<file path="config.mk">
export PLATFORM = sky130hd
export DESIGN_NAME = seq_detector_param
export DESIGN_NICKNAME = d
export VERILOG_FILES = /design/src/rtl/seq_detector_param.sv
export SDC_FILE = /design/constraint.sdc
export NUM_CORES = 1
export LEC_CHECK = 0
export ABC_AREA = 1
export BUFFER_PORTS_ARGS = -buffer_cell sky130_fd_sc_hd__buf_2
export CORE_AREA = 2 2 39 41
export DETAILED_ROUTE_END_ITERATION = 6
export DIE_AREA = 0 0 41 43
export PLACE_DENSITY = 0.78
export RECOVER_POWER = 50
export SYNTH_ARGS = -nofsm -noshare
export SYNTH_HDL_FRONTEND = slang
export SYNTH_SLANG_ARGS = --single-unit
</file>
<file path="constraint.sdc">
create_clock -name clk -period 2.6 [get_ports clk]
set_clock_uncertainty 0.2 [all_clocks]
set_input_delay 0 -clock clk [delete_from_list [all_inputs] [get_ports clk]]
set_output_delay 0 -clock clk [all_outputs]
set_load 0.02 [all_outputs]
</file>
<file path="src/rtl/seq_detector_param.sv">
// seq_detector_param
// ------------------
// Parametrised serial pattern detector. Bits arrive on x and are consumed
// only on cycles where en is high. The detector tracks the match depth s:
// the length of the longest suffix of the consumed history that is also a
// proper prefix of PATTERN. PATTERN[N-1] is the first bit of the pattern.
// The next-state tables are built at elaboration from PATTERN with the
// KMP failure rule, so no pattern-specific logic is hand-written.
//
// Parameters:
//   N        pattern length, 2..16
//   PATTERN  N-bit pattern, MSB received first
//   OVERLAP  1 = overlapping matches, 0 = history cleared after a match
//   CW       match counter width, 1..32
//   SW       width of the debug state port (derived)
//
// Ports:
//   clk          single clock, rising edge
//   reset        synchronous, active-high
//   x            serial input bit
//   en           sample strobe for x
//   y            combinational (Mealy) match flag for the current cycle
//   y_q          y registered, one cycle later
//   match_count  saturating count of matches since reset
//   state        registered match depth s

module seq_detector_param #(
    parameter int             N       = 4,
    parameter logic [N-1:0]   PATTERN = 4'b1101,
    parameter bit             OVERLAP = 1'b1,
    parameter int             CW      = 8,
    parameter int             SW      = (N > 2) ? $clog2(N) : 1
) (
    input  logic          clk,
    input  logic          reset,
    input  logic          x,
    input  logic          en,
    output logic          y,
    output logic          y_q,
    output logic [CW-1:0] match_count,
    output logic [SW-1:0] state
);

    // Reject illegal parameter combinations while elaborating.
    if (N < 2 || N > 16) begin : g_bad_n
        $error("seq_detector_param: N must be in 2..16");
    end
    if (CW < 1 || CW > 32) begin : g_bad_cw
        $error("seq_detector_param: CW must be in 1..32");
    end

    // Length of the longest suffix of w = prefix(s).b that is a pattern
    // prefix, limited to N-1 so a full match falls back to the longest
    // proper border of PATTERN. Bit j of w is PATTERN[N-1-j] for j < s
    // and b for j == s.
    function automatic int kmp_next(input int s, input logic b);
        int  best;
        int  max_k;
        int  idx;
        bit  ok;
        logic wb;
        best  = 0;
        max_k = (s + 1 < N) ? s + 1 : N - 1;
        for (int k = 1; k <= max_k; k++) begin
            ok = 1'b1;
            for (int i = 0; i < k; i++) begin
                idx = s + 1 - k + i;
                wb  = (idx == s) ? b : PATTERN[N-1-idx];
                if (wb != PATTERN[N-1-i]) begin
                    ok = 1'b0;
                end
            end
            if (ok) begin
                best = k;
            end
        end
        return best;
    endfunction

    // Packs kmp_next(s, b) for every s into one vector, SW bits per state.
    function automatic logic [N*SW-1:0] build_table(input logic b);
        logic [N*SW-1:0] tbl;
        tbl = '0;
        for (int s = 0; s < N; s++) begin
            tbl[s*SW +: SW] = SW'(kmp_next(s, b));
        end
        return tbl;
    endfunction

    localparam logic [N*SW-1:0] NEXT_ON_0 = build_table(1'b0);
    localparam logic [N*SW-1:0] NEXT_ON_1 = build_table(1'b1);
    localparam logic [SW-1:0]   LAST_S    = SW'(N - 1);

    logic [SW-1:0] state_q, state_d;
    logic [CW-1:0] count_q, count_d;
    logic          y_q_q, y_q_d;
    logic [SW-1:0] table_next;

    // Mealy match flag: last pattern bit arriving while s sits at N-1.
    // Reset and a low en both mask it so nothing is reported for a bit
    // that will not be consumed.
    always_comb begin
        y = 1'b0;
        if (!reset && en && (state_q == LAST_S) && (x == PATTERN[0])) begin
            y = 1'b1;
        end
    end

    // Transition lookup. Encodings above N-1 are unreachable; they are
    // steered to 0 so the part-select never leaves the table.
    always_comb begin
        table_next = '0;
        if (int'(state_q) < N) begin
            table_next = x ? NEXT_ON_1[int'(state_q)*SW +: SW]
                           : NEXT_ON_0[int'(state_q)*SW +: SW];
        end
    end

    // Next-state logic. With en low the depth and the count hold. The
    // registered flag always follows y so each match stays a single
    // one-cycle pulse on y_q as well.
    always_comb begin
        state_d = state_q;
        count_d = count_q;
        y_q_d   = y;
        if (en) begin
            if (y && !OVERLAP) begin
                state_d = '0;
            end else begin
                state_d = table_next;
            end
            if (y && !(&count_q)) begin
                count_d = count_q + CW'(1);
            end
        end
    end

    // State registers; reset wins over en and discards the current bit.
    always_ff @(posedge clk) begin
        if (reset) begin
            state_q <= '0;
            count_q <= '0;
            y_q_q   <= 1'b0;
        end else begin
            state_q <= state_d;
            count_q <= count_d;
            y_q_q   <= y_q_d;
        end
    end

    assign state       = state_q;
    assign match_count = count_q;
    assign y_q         = y_q_q;

endmodule

</file>
==> impl_metrics.ini, run 1 <==
[floorplan]
core_um2 = 1380
die_w_um = 41
pin_count = 16
dieArea_um2 = 1760
die_h_um = 43
rows = 14
initial_core_util = 0.454

[sta]
slew_violations = 0
finalHoldViolations = 0
fmax_mhz = 631
final.setup.tns_ps = 0
slew_headroom = 0.831
hold_ws_ps = 320
setup_violations = 0
rsz0062_at_grt = false
fin_crit_ps = 1590
post-route-period-util = 0.610
tightest_slew_ps = 255

[drt]
dr.pass1.iters = 4
via_count = 610
antenna_left = 0
drtIter0Drc = 14
vias_per_cell = 4.92
drc = 0
wl_per_cell_um = 11.1
wl_mm = 1.37

[setup_path]
end_kind = flop
critPathRequiredTime_ps = 2600
critPathMaxFanout = 8
worstPathCellList = ha_1 > nand2_1 > nor2_4 > nand2_2 > nand2_4 > nand2_1 > a21oi_1
cpPeakStageDelay_ps = 390
cp-startpoint = match_count[0]$_SDFFE_PP0P_
crit_arrival_ps = 1580
cp_slowest_cell = dfxtp_1
critPathLaunchType = flop
crit_path_frequent_cell = nand2_1
path_class = flop to flop
r2r-start = match_count[0]$_SDFFE_PP0P_

[clocking]
cts-root-buf = clkbuf_4
clock_sinks = 11
cts.reportedPaths.clkPinSlew_ps = 70
clk_latency_ps = 270
cts_made_buffers = 3
tritoncts = yes
htreeDepth = 1
cts_max_path_buffers = 2

[pwr]
max-vdd-ir-drop_v = 0.000311
power_uw = 317
power_frac_seq = 0.547
pwr-share-clk = 0.374
cellLeakagePower_nw = 0.315
switchingPower_uw = 77.1
switching_share = 0.243
combPwrFrac = 0.080
cellPowerDensity_nw_per_um2 = 413
internal_power_uw = 240

[hold_path]
holdCritPathClass = primary input to flop
hold_start = reset

[layout]
layout.cells.most_common = nand2_1
final_cell_count_no_fill = 124
syn2layout_area_growth_pct = 22.1
layout-drive-gt1-share = 0.139
layout_common_cells = nand2_1, nor2_1, clkbuf_1, dfxtp_1, inv_1
stdcell_area_um2 = 767
nets = 116
antenna_cells = 0

[synthesis]
synthAdderAreaFrac = 0.0598
synth_edf_count = 0
syn_area_um2 = 628
synth.distinct_cells = 19
syn_inst = 86
synth.area.mux_share = 0
synthXorXnorAreaFrac = 0.0418
synth_ff_type = dfxtp_1
synthArstFlopShare = 0
syn_avg_cell_area_um2 = 7.30
synth-seq-cells = 11
synth_top_family_by_area = simple AND/OR/NAND/NOR gates
yosys.area_share.simple = 0.404
ys_seq_area_frac = 0.351
yosysWarnings = 0
synth_fp_nets = 93
synth_compound_area_frac = 0.0797

[placed_design]
placed_area_um2 = 723
dp_hpwl_mm = 1.02
place.gp.congestion = 0.771
io_buffers = 15
place_inst = 117

[grt]
grt_pass1_vias = 535
grt_pass1_wl_mm = 2.22
antenna_found_initial = 0
grt_remaining_overflow = 0
grt_max_degree = 9
grt.total_usage = 0.180

[flow_run]
drv_cap = 0

[status]
status = complete, no violations
## routing by layer
metal,global-route usage,part of all wire,up-vias
li1,-,-,318
met1,0.224,0.45,267
met2,0.288,0.47,20
met3,0.0314,0.062,5
met4,0.0800,0.015,0
met5,0,0,-
## cell usage after synthesis, types with 2 or more instances
library cell / count / area share
xor2_1: 3 / 0.042
a21oi_1: 5 / 0.040
o211ai_1: 2 / 0.024
nand2_4: 2 / 0.036
nand2_1: 23 / 0.14
dfxtp_1: 11 / 0.35
nand4_1: 2 / 0.020
ha_1: 3 / 0.060
inv_1: 8 / 0.048
nor2_1: 14 / 0.084
o21ai_0: 2 / 0.016
nand3_1: 4 / 0.032
## worst max-delay path, delay by kind of cell (launching register included)
kind	cells	cell delay [ps]
AND/OR/NAND/NOR	5	540
adder cells (fa/ha/maj)	1	220
AO/OA/AOI/OAI	1	160
flip-flops	1	390
## cell type report
type                    count  area (um2)
fillers                   148         617
multi-input cells          65         368
flip-flops and latches     11         220
repair buffers             18        92.6
inverters                  10        40.0
clock buffers               4        26.3
well taps                  16        20.0
## cells by family (layout without fill, tap and decap cells)
group,Yosys count,in the layout
AO/OA/AOI/OAI,9,9
adder cells (fa/ha/maj),3,3
AND/OR/NAND/NOR,50,50
buffers and inverters,10,32
flip-flops,11,11
XOR/XNOR,3,3
## power groups by stage
stage	sequential, mW	combinational, mW	clock, mW
after floorplan	0.179	0.0104	0
after detailed placement	0.177	0.0225	0
final	0.173	0.0252	0.118
after global placement	0.177	0.0216	0
after CTS	0.173	0.0259	0.123
after global routing	0.174	0.0274	0.127
## per-stage QoR
stage | util | setup WS [ps]
CTS | 0.563 | 1020
global placement | 0.523 | 1100
detailed placement | 0.523 | 1040
floorplan | - | 1000
finish | 0.554 | 1010
global route | 0.554 | 874
## worst paths after layout
| kind | slack [ps] | cells after the start | end |
|---|---|---|---|
| setup / recovery | 1010 | 7 | match_count[7]$_SDFFE_PP0P_ |
| hold reg to reg | 340 | 2 | match_count[6]$_SDFFE_PP0P_ |
| hold / removal | 320 | 3 | match_count[4]$_SDFFE_PP0P_ |
| setup reg to reg | 1010 | 7 | match_count[7]$_SDFFE_PP0P_ |
## what timing repair did
item,CTS,global route
endpoints found under the hold margin,11,0
setup endpoints to repair,0,0
buffers inserted,0,0
resized for setup,0,0
hold buffers,3,0
## sequential cells by signal (all words and copies together), names as in the netlist
name         cells
match_count      8
y_q              1
state            2
No activity file was read; power rests on OpenSTA's default activity.
==> run 2: changes to the inputs <==
==> constraint.sdc (replaced) <==
create_clock -name clk -period 1.5 [get_ports clk]
set_clock_uncertainty 0.2 [all_clocks]
set_input_delay 0 -clock clk [delete_from_list [all_inputs] [get_ports clk]]
set_output_delay 0 -clock clk [all_outputs]
set_load 0.02 [all_outputs]
==> run 2 against run 1 <==
Effect of this change: die area unchanged; flip-flop and latch count unchanged; routed wire length decreased by 0.95%; via count increased by 0.98%; combinational power increased by 81%; non-clock buffer count increased by 2.
==> impl_metrics.ini, run 2 (synthesized netlist as in run 1, its figures left out) <==
[sta]
finalHoldViolations = 0
post-route-period-util = 0.953
layout_setup_ws_ps = 70.5
slew_violations = 0
slew_headroom = 0.812
final.setup.tns_ps = 0
setup_violations = 0
hold_ws_ps = 324
tightest_slew_ps = 282
fmax_mhz = 700
fin_crit_ps = 1430

[grt]
grt_remaining_overflow = 0
use_met1 = 0.186
grt.total_usage = 0.169
top_usage_layer = met2
grt_pass1_vias = 533
grt_util_met2 = 0.272
grt_max_degree = 9
grt_pass1_wl_mm = 2.02
antenna_found_initial = 0
use_met3 = 0.0471

[clocking]
cts_made_buffers = 3
tritoncts = yes
clk_latency_ps = 270
cts.reportedPaths.clkPinSlew_ps = 70
cts_max_path_buffers = 2
clock_sinks = 11
htreeDepth = 1
cts-root-buf = clkbuf_4

[layout]
layout_common_cells = nand2_1, nor2_1, inv_1, buf_2, dfxtp_1
nFillCells = 136
nets = 118
syn2layout_area_growth_pct = 33.7
layout.cells.most_common = nand2_1
final_cell_count_no_fill = 126
layout-drive-gt1-share = 0.264
fin_util = 0.607
largest_reg_flops = 8
stdcell_area_um2 = 840
antenna_cells = 0

[setup_path]
critPathRequiredTime_ps = 1460
critPathLaunchType = flop
crit_arrival_ps = 1390
end_kind = flop
critPathMaxFanout = 8
path_class = flop to flop

[status]
status = complete, no violations

[drt]
wl_per_cell_um = 10.8
drc = 0
via_count = 616
antenna_left = 0
drtIter0Drc = 6
dr.pass1.iters = 4
vias_per_cell = 4.89
wl_mm = 1.36

[floorplan]
core_um2 = 1380
initial_core_util = 0.454
dieArea_um2 = 1760
pin_count = 16
rows = 14
die_w_um = 41
die_h_um = 43

[placed_design]
io_buffers = 15
place.gp.congestion = 0.741
placed_area_um2 = 741
pre_cts_ws_ps = 16.7
dp_hpwl_um = 979
place_inst = 119

[pwr]
max-vdd-ir-drop_v = 0.000506
power_uw = 553
cellPowerDensity_nw_per_um2 = 659
cellLeakagePower_nw = 0.375

[flow_run]
drv_cap = 0

[hold_path]
holdCritPathClass = flop to flop
[run 2: cell count changes in the layout (fill, tap and decap cells not counted), moves of 2 or more]
cell      before  now
buf_4          0    3
a21oi_1        5    3
dfxtp_1       11    8
buf_2          5    8
clkbuf_1      11    7
a21oi_2        0    2
dfxtp_2        0    2
[run 2: critical path, stage by stage (launching register included)]
cell	delay [ps]
dfxtp_4	380
ha_4	150
nand2_4	60
nor2_4	150
nand2_4	90
nand2_8	110
inv_4	50
nor2_1	80
nor2_1	50
[run 2: layer usage]
metal | share of wire | wire, um
met1 | 0.47 | 642
met3 | 0.046 | 63
met4 | 0.018 | 25
met5 | 0 | 0
met2 | 0.46 | 625
[run 2: path summary, 6_finish.rpt]
| kind | from | to | slack, ps | depth (start not counted) |
|---|---|---|---|---|
| worst min register to register | match_count[6]$_SDFFE_PP0P_ | match_count[6]$_SDFFE_PP0P_ | 320 | 2 |
| worst max register to register | match_count[0]$_SDFFE_PP0P_ | match_count[1]$_SDFFE_PP0P_ | 70 | 8 |
| worst max-delay path | match_count[0]$_SDFFE_PP0P_ | match_count[1]$_SDFFE_PP0P_ | 70 | 8 |
| worst min-delay path | match_count[6]$_SDFFE_PP0P_ | match_count[6]$_SDFFE_PP0P_ | 320 | 2 |
[run 2: report_power, final]
part           leakage, nW  switching, mW  internal [mW]
clock network       0.0150          0.106          0.103
registers           0.0905        0.00524          0.294
logic                0.270         0.0273         0.0183
[run 2: layout make-up]
class / instances / area, um2 / area share
clock buffer: 4 / 26.3 / 0.0313
inverter: 10 / 42.5 / 0.0507
multi-input combinational: 65 / 409 / 0.487
sequential: 11 / 226 / 0.270
tap: 16 / 20.0 / 0.0238
timing repair buffer: 20 / 115 / 0.137
[run 2: repair_timing]
item,CTS,global route
endpoints found under the hold margin,11,0
gates resized for setup,0,13
setup endpoints to repair,0,9
hold buffers,3,0
setup buffers,0,0
